`config.mk`:
```
export PLATFORM = sky130hd
export DESIGN_NAME = fft_mag_sq_frame
export DESIGN_NICKNAME = d
export VERILOG_FILES = /design/src/rtl/fft_stream_pkg.sv /design/src/rtl/cplx_mag_sq.sv /design/src/rtl/fft_mag_sq_frame.sv
export SDC_FILE = /design/constraint.sdc
export NUM_CORES = 2
export LEC_CHECK = 0
export CAP_MARGIN = 5
export CORE_ASPECT_RATIO = 0.5
export CORE_MARGIN = 2
export CORE_UTILIZATION = 56
export CTS_CLUSTER_DIAMETER = 200
export DETAILED_ROUTE_END_ITERATION = 8
export GPL_TIMING_DRIVEN = 0
export PLACE_DENSITY = 0.82
export SLEW_MARGIN = 20
export SYNTH_ARGS = -nofsm -noshare
export SYNTH_HDL_FRONTEND = slang
export SYNTH_HIERARCHICAL = 1
export SYNTH_SLANG_ARGS = --single-unit
```
`constraint.sdc`:
```
create_clock -name aclk -period 11.81 [get_ports aclk]
set_input_delay 2.9525 -clock aclk [delete_from_list [all_inputs] [get_ports aclk]]
set_output_delay 2.9525 -clock aclk [all_outputs]
set_load 0.005 [all_outputs]
```
`src/rtl/fft_stream_pkg.sv`:
```
// Shared types for the FFT output stream: packed complex bins, magnitude words
// and the per-frame peak tracker states.
package fft_stream_pkg;

  localparam int SAMPLE_W = 16;

  typedef struct packed {
    logic signed [SAMPLE_W-1:0] im;
    logic signed [SAMPLE_W-1:0] re;
  } cplx_t;

  typedef logic [31:0] mag_t;

  typedef enum logic [1:0] {
    ST_IDLE  = 2'd0,
    ST_ACCUM = 2'd1,
    ST_LAST  = 2'd2
  } trk_state_e;

endpackage

```
`src/rtl/cplx_mag_sq.sv`:
```
// Two-stage |x|^2 datapath: S1 registers re^2 and im^2, S2 registers their sum.
// Valid and bin index ride alongside; the whole pipe moves only when en is high.
module cplx_mag_sq
  import fft_stream_pkg::*;
#(
  parameter int IDX_W = 6
) (
  input  logic             clk,
  input  logic             rst,
  input  logic             en,
  input  logic             in_valid,
  input  cplx_t            in_data,
  input  logic [IDX_W-1:0] in_idx,
  output logic             out_valid,
  output mag_t             out_mag,
  output logic [IDX_W-1:0] out_idx
);

  logic signed [31:0] re_ext_s;
  logic signed [31:0] im_ext_s;
  logic signed [31:0] re_sq_r;
  logic signed [31:0] im_sq_r;
  logic               s1_valid_r;
  logic [IDX_W-1:0]   s1_idx_r;
  logic               s2_valid_r;
  mag_t               s2_mag_r;
  logic [IDX_W-1:0]   s2_idx_r;

  // Widen before squaring so the full 31-bit product is kept.
  assign re_ext_s = {{(32-SAMPLE_W){in_data.re[SAMPLE_W-1]}}, in_data.re};
  assign im_ext_s = {{(32-SAMPLE_W){in_data.im[SAMPLE_W-1]}}, in_data.im};

  // Pipeline registers for both stages plus sideband.
  always_ff @(posedge clk) begin
    if (rst) begin
      re_sq_r    <= 32'sd0;
      im_sq_r    <= 32'sd0;
      s1_valid_r <= 1'b0;
      s1_idx_r   <= {IDX_W{1'b0}};
      s2_valid_r <= 1'b0;
      s2_mag_r   <= 32'd0;
      s2_idx_r   <= {IDX_W{1'b0}};
    end else if (en) begin
      re_sq_r    <= re_ext_s * re_ext_s;
      im_sq_r    <= im_ext_s * im_ext_s;
      s1_valid_r <= in_valid;
      s1_idx_r   <= in_idx;
      s2_valid_r <= s1_valid_r;
      s2_mag_r   <= mag_t'(re_sq_r) + mag_t'(im_sq_r);
      s2_idx_r   <= s1_idx_r;
    end else begin
      re_sq_r    <= re_sq_r;
      im_sq_r    <= im_sq_r;
      s1_valid_r <= s1_valid_r;
      s1_idx_r   <= s1_idx_r;
      s2_valid_r <= s2_valid_r;
      s2_mag_r   <= s2_mag_r;
      s2_idx_r   <= s2_idx_r;
    end
  end

  assign out_valid = s2_valid_r;
  assign out_mag   = s2_mag_r;
  assign out_idx   = s2_idx_r;

endmodule

```
`src/rtl/fft_mag_sq_frame.sv`:
```
// Per-bin magnitude-squared stream with tlast framing every FFT_LEN bins and
// a per-frame peak-bin report.
module fft_mag_sq_frame
  import fft_stream_pkg::*;
#(
  parameter  int FFT_LEN = 64,
  localparam int IDX_W   = $clog2(FFT_LEN)
) (
  input  logic             aclk,
  input  logic             areset,
  input  logic [31:0]      slave_tdata,
  input  logic             slave_tvalid,
  output logic             slave_tready,
  output logic [31:0]      master_tdata,
  output logic             master_tvalid,
  input  logic             master_tready,
  output logic             master_tlast,
  output logic [IDX_W-1:0] peak_bin,
  output logic [31:0]      peak_mag,
  output logic             peak_valid
);

  localparam logic [IDX_W-1:0] LAST_IDX = IDX_W'(FFT_LEN - 1);

  logic             en_s, accept_s, hs_s, is_last_s, load_peak_s;
  logic             out_valid_s;
  mag_t             out_mag_s;
  logic [IDX_W-1:0] out_idx_s;
  logic [IDX_W-1:0] bin_cnt_r;
  mag_t             run_max_r, max_next_s, peak_mag_r;
  logic [IDX_W-1:0] run_bin_r, bin_next_s, peak_bin_r;
  logic             peak_valid_r;
  trk_state_e       state_r, state_next_s;

  // No skid buffer: input is accepted only when the output register can move.
  assign en_s         = !out_valid_s || master_tready;
  assign slave_tready = en_s && !areset;
  assign accept_s     = slave_tvalid && slave_tready;
  assign hs_s         = out_valid_s && master_tready;
  assign is_last_s    = (out_idx_s == LAST_IDX);

  cplx_mag_sq #(.IDX_W(IDX_W)) u_mag (
    .clk      (aclk),
    .rst      (areset),
    .en       (en_s),
    .in_valid (accept_s),
    .in_data  (cplx_t'(slave_tdata)),
    .in_idx   (bin_cnt_r),
    .out_valid(out_valid_s),
    .out_mag  (out_mag_s),
    .out_idx  (out_idx_s)
  );

  // Bin index of the next accepted input beat.
  always_ff @(posedge aclk) begin
    if (areset) begin
      bin_cnt_r <= {IDX_W{1'b0}};
    end else if (accept_s) begin
      bin_cnt_r <= (bin_cnt_r == LAST_IDX) ? {IDX_W{1'b0}} : bin_cnt_r + IDX_W'(1);
    end else begin
      bin_cnt_r <= bin_cnt_r;
    end
  end

  // Tracker next state; LAST is entered only on the tlast handshake.
  always_comb begin
    state_next_s = state_r;
    case (state_r)
      ST_IDLE: begin
        if (hs_s) state_next_s = is_last_s ? ST_LAST : ST_ACCUM;
        else      state_next_s = ST_IDLE;
      end
      ST_ACCUM: begin
        if (hs_s && is_last_s) state_next_s = ST_LAST;
        else                   state_next_s = ST_ACCUM;
      end
      ST_LAST: begin
        if (hs_s) state_next_s = ST_ACCUM;
        else      state_next_s = ST_IDLE;
      end
      default: state_next_s = ST_IDLE;
    endcase
    load_peak_s = (state_next_s == ST_LAST);
  end

  // Running max: bin 0 always loads, later bins only on a strict increase.
  always_comb begin
    max_next_s = run_max_r;
    bin_next_s = run_bin_r;
    if (hs_s && (out_idx_s == {IDX_W{1'b0}})) begin
      max_next_s = out_mag_s;
      bin_next_s = out_idx_s;
    end else if (hs_s && (out_mag_s > run_max_r)) begin
      max_next_s = out_mag_s;
      bin_next_s = out_idx_s;
    end else begin
      max_next_s = run_max_r;
      bin_next_s = run_bin_r;
    end
  end

  // Tracker state, running max and the published per-frame peak.
  always_ff @(posedge aclk) begin
    if (areset) begin
      state_r      <= ST_IDLE;
      run_max_r    <= 32'd0;
      run_bin_r    <= {IDX_W{1'b0}};
      peak_mag_r   <= 32'd0;
      peak_bin_r   <= {IDX_W{1'b0}};
      peak_valid_r <= 1'b0;
    end else begin
      state_r      <= state_next_s;
      run_max_r    <= max_next_s;
      run_bin_r    <= bin_next_s;
      peak_valid_r <= load_peak_s;
      if (load_peak_s) begin
        peak_mag_r <= max_next_s;
        peak_bin_r <= bin_next_s;
      end else begin
        peak_mag_r <= peak_mag_r;
        peak_bin_r <= peak_bin_r;
      end
    end
  end

  assign master_tvalid = out_valid_s;
  assign master_tdata  = out_mag_s;
  assign master_tlast  = out_valid_s && is_last_s;
  assign peak_bin      = peak_bin_r;
  assign peak_mag      = peak_mag_r;
  assign peak_valid    = peak_valid_r;

endmodule

```
==> results.md <==
- The flow ran to the end, and the final reports show no timing, DRC or antenna violations.
- STA puts the critical path data arrival time at slightly above 10 ns.
- For this design, the sink count on the clock tree is 192.
- OpenSTA, run right after detailed placement, puts the worst setup slack at approximately 1.7 ns.
- The count of input and output buffers is about 110.
- After synthesis, the share of flip-flops with an asynchronous set or reset is 0.
- The net count of the finished layout is around 4000.
- Detailed placement finished with a half-perimeter wire length of between 50000 and 60000 um.
- CTS built an H-tree with a depth of 4.
- Traced cell by cell, the critical path runs through clkdlybuf4s50_1 -> clkbuf_1 -> clkbuf_1 -> nand2_1 -> fa_1 -> inv_1 -> fa_1 -> ha_1 -> inv_1 -> fa_1 -> fa_1 -> inv_1 -> fa_1 -> ha_1 -> a21oi_1 -> nand2b_1 -> o21ai_1 -> a31oi_1 -> a211o_1 -> a21o_1 -> a31oi_1 -> mux2_2 -> a31o_2.
- The number of hold buffers added after CTS is 0.
- The share of the cycle needed by the critical path after routing is 0.835.
- The slew at the pin closest to its max-slew limit is around 0.93 ns.
- Of all cell types, the one taking the most synthesized area is sky130_fd_sc_hd__fa_1.
- Once placement completed, the tool counted placed cells totaling 3779.
- For this block, the initial DRC count from the detailed router was approximately 1700.
- The die area is about 51000 um^2.
- The share of synthesized area in the top cell type comes to 0.344.
- At the end of routability-driven placement, the weighted congestion stood at roughly 0.98.
- Once layout is complete, the cells apart from fillers number about 3800.
- Across every metal layer, demand over resource in global routing totals 0.290.
- In this run the standard cell core region covers approximately 48000 um^2.
- The final setup violation count is 0.
- For this block, the routed nets add up to 71300 um of wire.
- The clock skew after layout is around 0.012 ns.
- In this run the vertical extent of the chip is between 150 and 200 um.
- Before antenna repair, the detailed router went through 5 iterations.
- Each instance of the synthesized netlist takes up on average approximately 9.0 um^2.
- After global routing the overflow that remains totals 0.
- Together, buffers and inverters on the worst path number 6.
- The floorplan die width is between 300 and 400 um.
- After detailed routing, the number of vias per cell comes to 5.74.
- By startpoint and endpoint, the worst setup path is classified as in2reg.
- The number of clock buffers added by TritonCTS is 17.
- The worst-path cell with the longest stage delay is sky130_fd_sc_hd__fa_1.
- The number of global-route vias before repair was roughly 23000.
- The number of max-capacitance violations reported is 0.
- The root cell of the clock tree is sky130_fd_sc_hd__clkbuf_16.
- The critical path's top delay family is adder cells.
- The share of final-layout standard cells stronger than drive strength 1 is 0.0247.
- The required time of the critical path is 12.15 ns.
- The post-synthesis sequential area ratio is 0.141.
- The most common cell in the synthesized netlist is sky130_fd_sc_hd__inv_1.
- The relative area change from synthesis to final layout is 9.00%.
- In the final routed layout, each cell accounts on average for about 19 um.
- The max-slew violation count came to 0.
- The dominant cell type by count on the critical path is sky130_fd_sc_hd__fa_1.
- For this run, the share of the core covered by cells in the final layout is 0.616.
- The number of hold violations in the final report is 0.
- The via count of the routed design is about 22000.
- The synthesized design contains 0 enable-type register cells.
- In this design, the stage delay of the slowest critical-path cell is 0.56 ns.
- Setup repair after global routing left no endpoint under its margin.
- The residual DRC count is 0.
- The number of placement rows is 57.
- The headroom to the max-slew limit is 0.378.
- The number of instances in the synthesized netlist is around 3000.
- The first global-routing pass estimated 117000 um of wire.
- The number of antenna violations at the first check in global routing came to 2.
- The kind of end point of the critical path is a flop.
- The clock insertion delay at the later pin of the skew report is 0.45 ns.
- The net count of the mapped netlist is 3769.
- The final critical-path required period is a little under 10 ns.
- The flip-flop cell with the highest count after synthesis is sky130_fd_sc_hd__dfxtp_1.
- The pin count of the biggest net entering global routing is 17.
- Static timing analysis puts the maximum clock frequency at approximately 100 MHz.
- Across all setup checks in the final design, the least slack found is roughly 1.9 ns.
- The count of state elements after synthesis is between 150 and 200.
- During I/O placement, the number of pins put on the boundary was 110.
- The worst setup path is launched from a primary input.
- The initial cell density of the core is 0.565.
- The number of setup buffers added after CTS is 0.
- Ranked by instance count, the synthesized netlist is headed by sky130_fd_sc_hd__inv_1, sky130_fd_sc_hd__fa_1, sky130_fd_sc_hd__ha_1, sky130_fd_sc_hd__nand2_1, sky130_fd_sc_hd__nor2_1.
- In this run the deepest clock path goes through 2 buffers.
- Ranked by total cell area, the synthesized netlist is headed by sky130_fd_sc_hd__fa_1, sky130_fd_sc_hd__dfxtp_1, sky130_fd_sc_hd__ha_1.
- The number of antenna diodes in the final layout is 0.
- In this run the worst path has a maximum fanout of 10.
- The Yosys step of the flow raised 6 warnings.
- The synthesized netlist contains 68 unique library cells.
- The combined area of all synthesized cells is 27300 um^2.
- The final sum of negative setup slack is 0 ns.
- The count of nets left with antenna violations after detail routing is 0.
- The post-cts sizing count is 0.
- TritonCTS built the clock tree.
- The worst hold-check path type is reg2reg.
- After clock tree synthesis, the clock-pin slew on the worst setup and hold paths is 0.07 ns.
-- state kept, by name, indices dropped and copies added, names as in the netlist --
register / count
u_mag/im_sq_r: 31
u_mag/out_idx: 6
peak_mag: 32
u_mag/s1_valid_r: 1
u_mag/out_mag: 32
peak_valid: 1
peak_bin: 6
run_max_r: 32
u_mag/out_valid: 1
state_r: 1
u_mag/s1_idx_r: 6
u_mag/re_sq_r: 31
bin_cnt_r: 6
run_bin_r: 6
-- worst register-to-register path, cell delays in order, from the launching register on --
cell and delay [ns]:
sky130_fd_sc_hd__dfxtp_1 0.65, sky130_fd_sc_hd__ha_1 0.35, sky130_fd_sc_hd__nand4_1 0.15, sky130_fd_sc_hd__nor3_1 0.08
sky130_fd_sc_hd__a221oi_1 0.36, sky130_fd_sc_hd__a31o_2 0.29, sky130_fd_sc_hd__clkbuf_1 0.41, sky130_fd_sc_hd__clkbuf_1 0.46
sky130_fd_sc_hd__nand4_1 0.17, sky130_fd_sc_hd__a21oi_1 0.16
-- per-layer routing --
layer	wire length (um)	vias to the layer above	part of all wire	GRT usage
met4	1580	2	0.022	0.0633
met2	32800	982	0.46	0.469
met1	30200	10839	0.42	0.408
met5	13	-	0.00018	0
li1	-	9895	-	-
met3	6660	141	0.093	0.0552
-- final cells by class --
type	count	area (um^2)
timing repair buffer	108	1080
sequential	192	3840
tap	649	812
clock buffer	20	447
clock inverter	12	111
multi-input combinational	2007	20300
fill	4020	18600
buffer	130	523
inverter	693	2600
-- path summary, 6_finish.rpt --
check | start | end | slack, ns | depth (start not counted)
min reg2reg | run_max_r[12] | run_max_r[12] | 0.47 | 2
max reg2reg | u_mag/out_mag[31] | run_max_r[27] | 8.66 | 9
max | slave_tdata[4] | u_mag/re_sq_r[25] | 1.95 | 23
min | run_max_r[12] | run_max_r[12] | 0.47 | 2
-- metrics by stage --
| stage | hold WS [ns] | cell area (um^2) |
|---|---|---|
| after floorplan | 0.432 | 27300 |
| after global placement | 0.453 | 29200 |
| after detailed placement | 0.458 | 29200 |
| after CTS | 0.469 | 29700 |
| after global routing | 0.483 | 29700 |
| final | 0.471 | 29700 |
-- placed cells by master (no fill, tap or decap), drive strengths merged, types with 58 or more instances in the layout --
| cell | instances |
|---|---|
| ha | 243 |
| a21oi | 126 |
| and2 | 70 |
| dfxtp | 192 |
| inv | 692 |
| fa | 468 |
| nand2 | 209 |
| mux2i | 58 |
| xnor2 | 78 |
| a311oi | 68 |
| clkdlybuf4s50 | 108 |
| clkbuf | 121 |
| nor2 | 201 |
-- cell families (layout without fill, tap and decap cells) --
logic type / after synthesis / in the layout / share of synthesized area
xor+xnor: 102 / 102 / 0.0328
buf+inv: 823 / 963 / 0.115
simple gates: 671 / 671 / 0.116
compound gates: 464 / 464 / 0.119
flops: 192 / 192 / 0.141
fa+ha+maj: 711 / 711 / 0.455
mux: 59 / 59 / 0.0217
Power is not shown: default switching activity piles up to over one toggle a cycle in this logic, so the estimate is an artifact.
